### config.mk
export PLATFORM = sky130hd
export DESIGN_NAME = time_setter
export DESIGN_NICKNAME = d
export VERILOG_FILES = /design/src/rtl/time_setter.sv
export SDC_FILE = /design/constraint.sdc
export NUM_CORES = 1
export LEC_CHECK = 0
export ABC_CLOCK_PERIOD_IN_PS = 5550
export CAP_MARGIN = 20
export CELL_PAD_IN_SITES_DETAIL_PLACEMENT = 0
export CELL_PAD_IN_SITES_GLOBAL_PLACEMENT = 1
export CORE_MARGIN = 2
export CORE_UTILIZATION = 30
export CTS_CLUSTER_SIZE = 16
export DETAILED_ROUTE_END_ITERATION = 7
export GPL_ROUTABILITY_DRIVEN = 0
export PLACE_DENSITY_LB_ADDON = 0.1
export RECOVER_POWER = 25
export REMOVE_ABC_BUFFERS = 1
export SLEW_MARGIN = 20
export SYNTH_ARGS = -nofsm -noshare
export SYNTH_HDL_FRONTEND = slang
export SYNTH_SLANG_ARGS = --single-unit
### constraint.sdc
create_clock -name clk -period 5.55 [get_ports clk]
set_clock_uncertainty 0.2 [all_clocks]
set_input_delay 1.11 -clock clk [delete_from_list [all_inputs] [get_ports clk]]
set_output_delay 1.11 -clock clk [all_outputs]
set_load 0.01 [all_outputs]
### src/rtl/time_setter.sv
// time_setter: debounces the set buttons, runs the RUN/SET mode FSM, and drives adjust pulses, run enable and blink mask.
// Ports:
//   clk, rst          system clock; asynchronous active-high reset
//   btn_mode          raw mode button, asynchronous, active-high
//   btn_up, btn_down  raw increase/decrease buttons, asynchronous, active-high
//   en                clock run enable, high only in RUN
//   signal_increase   one-cycle increase pulse {hour, minute, second}
//   signal_decrease   one-cycle decrease pulse {hour, minute, second}
//   set_mode          00 RUN, 01 SET_HOUR, 10 SET_MIN, 11 SET_SEC
//   blink_mask        1 blanks that field this cycle {hour, minute, second}
module time_setter #(
    parameter int DEBOUNCE_CYCLES = 500_000,
    parameter int REPEAT_DELAY    = 12_500_000,
    parameter int REPEAT_RATE     = 2_500_000,
    parameter int BLINK_HALF      = 6_250_000
) (
    input  logic       clk,
    input  logic       rst,
    input  logic       btn_mode,
    input  logic       btn_up,
    input  logic       btn_down,
    output logic       en,
    output logic [2:0] signal_increase,
    output logic [2:0] signal_decrease,
    output logic [1:0] set_mode,
    output logic [2:0] blink_mask
);
    localparam int DW = $clog2(DEBOUNCE_CYCLES + 1);
    localparam int RW = $clog2(REPEAT_DELAY + REPEAT_RATE + 1);
    localparam int BW = $clog2(BLINK_HALF + 1);
    localparam logic [DW-1:0] DB_MAX    = DW'(DEBOUNCE_CYCLES - 1);
    localparam logic [RW-1:0] DELAY_MAX = RW'(REPEAT_DELAY - 1);
    localparam logic [RW-1:0] RATE_MAX  = RW'(REPEAT_RATE - 1);
    localparam logic [BW-1:0] BLINK_MAX = BW'(BLINK_HALF - 1);

    typedef enum logic [1:0] {
        RUN      = 2'b00,
        SET_HOUR = 2'b01,
        SET_MIN  = 2'b10,
        SET_SEC  = 2'b11
    } state_t;

    state_t        state, state_n;
    logic [2:0]    raw, sync1, sync2, deb, rise;
    logic [DW-1:0] dcnt [3];
    logic          arm_up, arm_dn, arm_up_n, arm_dn_n;
    logic          first, first_n, phase, phase_n, en_n;
    logic [RW-1:0] rcnt, rcnt_n;
    logic [BW-1:0] bcnt, bcnt_n;
    logic [2:0]    field, inc_n, dec_n, blink_n;
    logic          both, held, fire;

    function automatic logic [2:0] field_of(input state_t s);
        return s == SET_HOUR ? 3'b100 : s == SET_MIN ? 3'b010 : s == SET_SEC ? 3'b001 : 3'b000;
    endfunction

    assign raw      = {btn_down, btn_up, btn_mode};
    assign set_mode = state;

    always_ff @(posedge clk or posedge rst) begin
        if (rst) begin
            sync1 <= '0;
            sync2 <= '0;
        end else begin
            sync1 <= raw;
            sync2 <= sync1;
        end
    end

    // rise marks the cycle right after the debounced state flips high
    always_ff @(posedge clk or posedge rst) begin
        if (rst) begin
            deb  <= '0;
            rise <= '0;
            for (int i = 0; i < 3; i++) dcnt[i] <= '0;
        end else begin
            for (int i = 0; i < 3; i++) begin
                rise[i] <= 1'b0;
                if (sync2[i] == deb[i]) begin
                    dcnt[i] <= '0;
                end else if (dcnt[i] == DB_MAX) begin
                    dcnt[i] <= '0;
                    deb[i]  <= sync2[i];
                    rise[i] <= sync2[i];
                end else begin
                    dcnt[i] <= dcnt[i] + 1'b1;
                end
            end
        end
    end

    always_ff @(posedge clk or posedge rst) begin
        if (rst) begin
            state           <= RUN;
            en              <= 1'b1;
            signal_increase <= '0;
            signal_decrease <= '0;
            blink_mask      <= '0;
            arm_up          <= 1'b0;
            arm_dn          <= 1'b0;
            first           <= 1'b0;
            rcnt            <= '0;
            bcnt            <= '0;
            phase           <= 1'b0;
        end else begin
            state           <= state_n;
            en              <= en_n;
            signal_increase <= inc_n;
            signal_decrease <= dec_n;
            blink_mask      <= blink_n;
            arm_up          <= arm_up_n;
            arm_dn          <= arm_dn_n;
            first           <= first_n;
            rcnt            <= rcnt_n;
            bcnt            <= bcnt_n;
            phase           <= phase_n;
        end
    end

    // arm_up/arm_dn: repeat is live only for the button whose fresh press produced a pulse
    always_comb begin
        field    = field_of(state);
        both     = deb[1] & deb[2];
        held     = (arm_up & deb[1]) | (arm_dn & deb[2]);
        fire     = rcnt == (first ? DELAY_MAX : RATE_MAX);
        state_n  = state;
        arm_up_n = 1'b0;
        arm_dn_n = 1'b0;
        first_n  = first;
        rcnt_n   = '0;
        inc_n    = '0;
        dec_n    = '0;
        if (rise[0]) begin
            state_n = state_t'(state + 2'd1);
        end else if (state != RUN && !both) begin
            if (rise[1]) begin
                inc_n    = field;
                arm_up_n = 1'b1;
                first_n  = 1'b1;
            end else if (rise[2]) begin
                dec_n    = field;
                arm_dn_n = 1'b1;
                first_n  = 1'b1;
            end else if (held) begin
                arm_up_n = arm_up;
                arm_dn_n = arm_dn;
                first_n  = fire ? 1'b0 : first;
                rcnt_n   = fire ? '0 : rcnt + 1'b1;
                inc_n    = fire && arm_up ? field : 3'b000;
                dec_n    = fire && arm_dn ? field : 3'b000;
            end
        end
        bcnt_n  = '0;
        phase_n = 1'b0;
        if (state_n == state && state != RUN) begin
            bcnt_n  = bcnt == BLINK_MAX ? '0 : bcnt + 1'b1;
            phase_n = bcnt == BLINK_MAX ? ~phase : phase;
        end
        blink_n = phase_n ? field_of(state_n) : 3'b000;
        en_n    = state_n == RUN;
    end
endmodule

==> impl_metrics.toml, run 1 <==
[status]
status = "finished clean"

[critical_path]
path_delay_family = "buffers and inverters"
slowest_delay_ps = 580
cp.arrival_ps = 1450
startpoint_type = "flip-flop"
worstSetupEndpointType = "primary output"
crit_buf_inv = 1
path_cells = "clkdlybuf4s50_1"
crit_required_ps = 4240
crit_path_max_fanout = 7
critPathSlowestCell = "clkdlybuf4s50_1"
critical_path_class = "flip-flop to primary output"

[sta]
min_period_over_period = 0.4979
tns_ps = 0
setup_viol = 0
grt_setup_unrepaired = "no"
slew_viol_final = 0
tightest_slew_ps = 1059
min_period_ps = 2764
finalHoldViolCount = 0
relSlewSlack = 0.2942
max_freq_mhz = 361.9

[logic_synthesis]
yosysSeqAreaShare = 0.5058
ys_ff_latch = 132
netlist_instances = 663
yosysMostFrequentCell = "dfrtp_1"
synth_ff_type = "dfrtp_1"
synth_edf_count = 0
synth_area_leaders = "dfrtp_1 (50%), nor2_1 (4.9%), xor2_1 (4.6%)"
synth_top_area_share = 0.5018
yosysWarnings = 0
synth_area_um2 = 6533
synth_cell_types = 53
synth_async_sr_flop_share = 1.000
synth.avg_cell_area_um2 = 9.853
synth.largest_area_cell = "dfrtp_1"
netlist_top_cells_count = "dfrtp_1 (131), nor2_1 (85), nand2_1 (44)"

[floorplanning]
rows = 53
core_um2 = 21220
die_w_um = 151.6
dieArea_um2 = 22970
ioPinCount = 17
die_y_um = 151.6
start_util = 0.3078

[pwr]
p_comb_frac = 0.020
p_clk_frac = 0.538
vdd_drop_max_mv = 0.1573
swShare = 0.2057
leakagePower_uw = 0.002881
power_density_nw_per_um2 = 291.1
p_seq_frac = 0.443
power.internal_uw = 1755
power_switching_uw = 454.5

[clock_network]
cts_resized = 0
cts_buffers = 17
root_buffer = "clkbuf_16"
cts_tree = "built"
path_clk_slew_ps = 60
hold_buffers = 0
clkLatencyLatePin_ps = 420
clock_sinks = 132
htree_levels = 4
cts_buffer_depth = 2
post_cts_buffers = 0

[cells_and_area]
drive_gt1_frac = 0.06926
antennaDiodeCount = 0
layout.nets = 694
multi_input_area_um2 = 3058
nFillCells = 2153
fin_util = 0.3577
final-seq-area_um2 = 3304
synthToLayoutAreaGrowth_pct = 16.18

[routing]
wl_per_cell_um = 14.38
dr.pass1.iters = 4
via_count = 4902
via_per_inst = 5.064
wirelength_um = 13920
ant_nets = 0
drcViolationCount = 0
drtIter0Drc = 195

[min_path]
hold_path.class = "flip-flop to flip-flop"

[global_route]
grt_pass1_vias = 4997
grt_use_met3 = 0.03323
grtUsageMet2 = 0.2167
use_met1 = 0.1777
grt_pass1_wl_um = 24500
antenna_found_initial = 0
overflow = 0
busiest_layer = "met2"
grt_max_degree = 71
grt_use_total = 0.1336

[placement]
hpwl_um = 9328
portBuffers = 16

[flow_run]
maxCapViolCount = 0
## final timing paths
check | cells after the start | endpoint | slack [ps] | startpoint
worst max-delay path | 1 | set_mode[0] | 2790 | set_mode[0]
worst min-delay path | 0 | sync2[0] | 150 | sync1[0]
worst max register to register | 6 | bcnt[8] | 3050 | bcnt[0]
worst min register to register | 0 | sync2[0] | 150 | sync1[0]
max in group asynchronous | 3 | en | 3190 | rst
min in group asynchronous | 2 | sync1[0] | 1070 | rst
## flip-flops by register name, indices dropped and copies added, names as in the netlist, 2 cells and up
signal	cells
sync1	3
dcnt	57
rcnt	24
blink_mask	3
bcnt	23
sync2	3
signal_increase	3
signal_decrease	3
set_mode	2
rise	3
deb	3
## per-stage QoR
step	setup slack [ps]	total power (µW)	std cells	cell area, µm²	hold slack (ps)
finish	2786	2209	968	7590	147.7
global route	2721	2304	968	7590	171.2
CTS	2754	2255	968	7606	148.5
detailed placement	2667	1042	936	6984	134.7
global placement	2692	1041	936	6984	137.2
floorplan	715.6	1022	640	6427	131.2
## worst reg2reg max path, cell delays in order, from the launching register on
cell and delay (ps):
dfrtp_1 380, ha_1 210, and3_1 330, nand3_1 150, o21bai_1 140, clkbuf_1 800, nor2_1 120
## layer usage
layer  vias up  share of wire
li1       2433              -
met1      2421           0.49
met2        43           0.47
met3         5          0.027
met4         0         0.0082
met5         -              0
## logic make-up after synthesis
group / share of synthesized area
AOI/OAI and AO/OA: 0.08083
and+or+nand+nor: 0.2743
buffers and inverters: 0.02528
muxes: 0.006703
xor gates and xnor gates: 0.08983
adders and majority gates: 0.01724
DFF: 0.5058
## layout by cell type (no fill, tap or decap), types with 5 or more instances in the layout
master             n
nand4_1           30
a21oi_1           38
clkbuf_1           6
inv_1             15
nor3_1             9
xnor2_1           33
ha_1               9
nor4b_1            5
nand3_1           41
nor2_1            85
clkbuf_16         17
and4_1            12
nor3b_1            5
or4_1             15
or3_1             19
and3_1            10
xor2_1            34
nor4_1            17
and2_1             8
dfrtp_1          131
o21ai_0           18
o31ai_1           15
nand2_1           44
nand4b_1           6
clkdlybuf4s50_1   13
## power by group through the flow
| stage | Sequential, µW | Clock [µW] | Combinational (µW) |
|---|---|---|---|
| after floorplan | 993 | 0 | 29.4 |
| after global placement | 994 | 0 | 46.7 |
| after detailed placement | 995 | 0 | 47.7 |
| after CTS | 977 | 1230 | 47.5 |
| after global routing | 978 | 1270 | 51.7 |
| final | 978 | 1190 | 43.5 |
## layout make-up
cell class              instances  share of cell area
clock inverters                10             0.02077
clock buffers                  22             0.06116
inverters                      16            0.008243
multi-input cells             492              0.4029
well taps                     275             0.04533
flip-flops and latches        132              0.4354
repair buffers                 21             0.02621
Note: power is estimated with default switching activity, not from simulation.
==> run 2, diff against run 1 <==
- ABC_CLOCK_PERIOD_IN_PS: 5550 -> 2500
- clock period: 5.55 -> 2.5 ns (I/O delays scaled with it)
==> impl_metrics.toml, run 2 (synthesized netlist as in run 1, its figures left out) <==
[sta]
hold_ws_ps = 146.9
max_freq_mhz = 436.4
relSlewSlack = 0.03611
setup_viol = 0
tightest_slew_ps = 1438
min_period_ps = 2291
tns_ps = 0
slew_viol_final = 0
min_period_over_period = 0.9166
finalHoldViolCount = 0
grt_setup_unrepaired = "no"

[clock_network]
clkLatencyLatePin_ps = 420
post_cts_buffers = 0
cts_resized = 0
htree_levels = 4
cts_tree = "built"
root_buffer = "clkbuf_16"
hold_buffers = 0
cts_buffer_depth = 2
path_clk_slew_ps = 60
clock_sinks = 132
cts_buffers = 17

[status]
status = "finished clean"

[pwr]
power.internal_uw = 3819
power_density_nw_per_um2 = 630.5
p_comb_frac = 0.022
swShare = 0.2096
leakagePower_uw = 0.002929
total_power_uw = 4831
p_clk_frac = 0.529
p_seq_frac = 0.449
vdd_drop_max_mv = 0.3459
power_switching_uw = 1013

[cells_and_area]
fin_util = 0.3611
antennaDiodeCount = 0
layout_common_cells = "dfrtp_1 (131), nor2_1 (85), nand2_1 (44)"
drive_gt1_frac = 0.08309
largest_register_ff_count = 57
stdcell_area_um2 = 7662
synthToLayoutAreaGrowth_pct = 17.30
layout.nets = 700
largest_register = "dcnt"
mostFrequentLayoutCell = "dfrtp_1"
top_regs = "dcnt: 57 flops, rcnt: 24 flops, bcnt: 23 flops"

[global_route]
antenna_found_initial = 0
grt_use_total = 0.1301
overflow = 0
grt_pass1_vias = 4664
grt_pass1_wl_um = 23450
grt_max_degree = 42

[placement]
place_area_um2 = 7067
portBuffers = 16
hpwl_um = 9422

[routing]
ant_nets = 0
wirelength_um = 13900
drcViolationCount = 0
dr.pass1.iters = 4
via_count = 4851
drtIter0Drc = 240
via_per_inst = 4.986
wl_per_cell_um = 14.29

[critical_path]
reg2reg_from = "rcnt[0]"
critical_path_class = "flip-flop to primary output"
r2r.worst_path.cells = 5
crit_path_max_fanout = 6
startpoint_type = "flip-flop"
crit_required_ps = 1800
worst-r2r-setup-slack_ps = 280
worstSetupEndpointType = "primary output"
reg2reg_to = "rcnt[20]"
cp.arrival_ps = 1590

[flow_run]
maxCapViolCount = 0

[floorplanning]
core_um2 = 21220
die_w_um = 151.6
dieArea_um2 = 22970
rows = 53
ioPinCount = 17
start_util = 0.3078
die_y_um = 151.6

[min_path]
whs_path_depth = 0
hold_path_end = "sync2[0]"
hold_path.class = "flip-flop to flip-flop"
hold_path.startpoint = "sync1[0]"
-- run 2: per-layer routing --
metal	wire length, µm	GRT usage
met1	7015	0.1827
met2	6254	0.1932
met3	424	0.03503
met4	205	0.04583
met5	0	0
-- run 2: worst max-delay path by stage --
stage | start | to | slack, ps | cells after the start
global route | set_mode[0] | set_mode[0] | 100 | 2
detailed placement | rcnt[0] | rcnt[20] | 310 | 5
CTS | rcnt[0] | rcnt[20] | 290 | 5
floorplan | rst | arm_dn | -1720 | 1
finish | set_mode[0] | set_mode[0] | 210 | 2
global placement | rcnt[9] | rcnt[13] | 320 | 5
-- run 2: power groups by stage --
stage	clock network, µW	logic, µW	registers (µW)
finish	2560	106	2170
global placement	0	111	2210
detailed placement	0	113	2210
floorplan	0	65.3	2200
global route	2750	123	2170
CTS	2630	113	2170
-- run 2: critical path, stage by stage, from the launching register on --
cell             delay (ps)
dfrtp_1                 340
clkbuf_1                250
clkdlybuf4s50_1         590
-- run 2: layout make-up --
type / count / area [µm²]
fillers: 2135 / 13560
flip-flops and latches: 132 / 3304
multi-input cells: 492 / 3063
clock buffers: 21 / 470.5
well taps: 275 / 344.1
repair buffers: 27 / 289.0
clock inverters: 10 / 130.1
inverters: 16 / 61.31
-- run 2: metrics by stage --
step / std cells / setup WS, ps
2_1_floorplan: 640 / -1724
3_3_place_gp: 942 / 316.6
3_5_place_dp: 942 / 309.3
4_1_cts: 973 / 292.0
5_1_grt: 973 / 96.09
6_report: 973 / 208.5
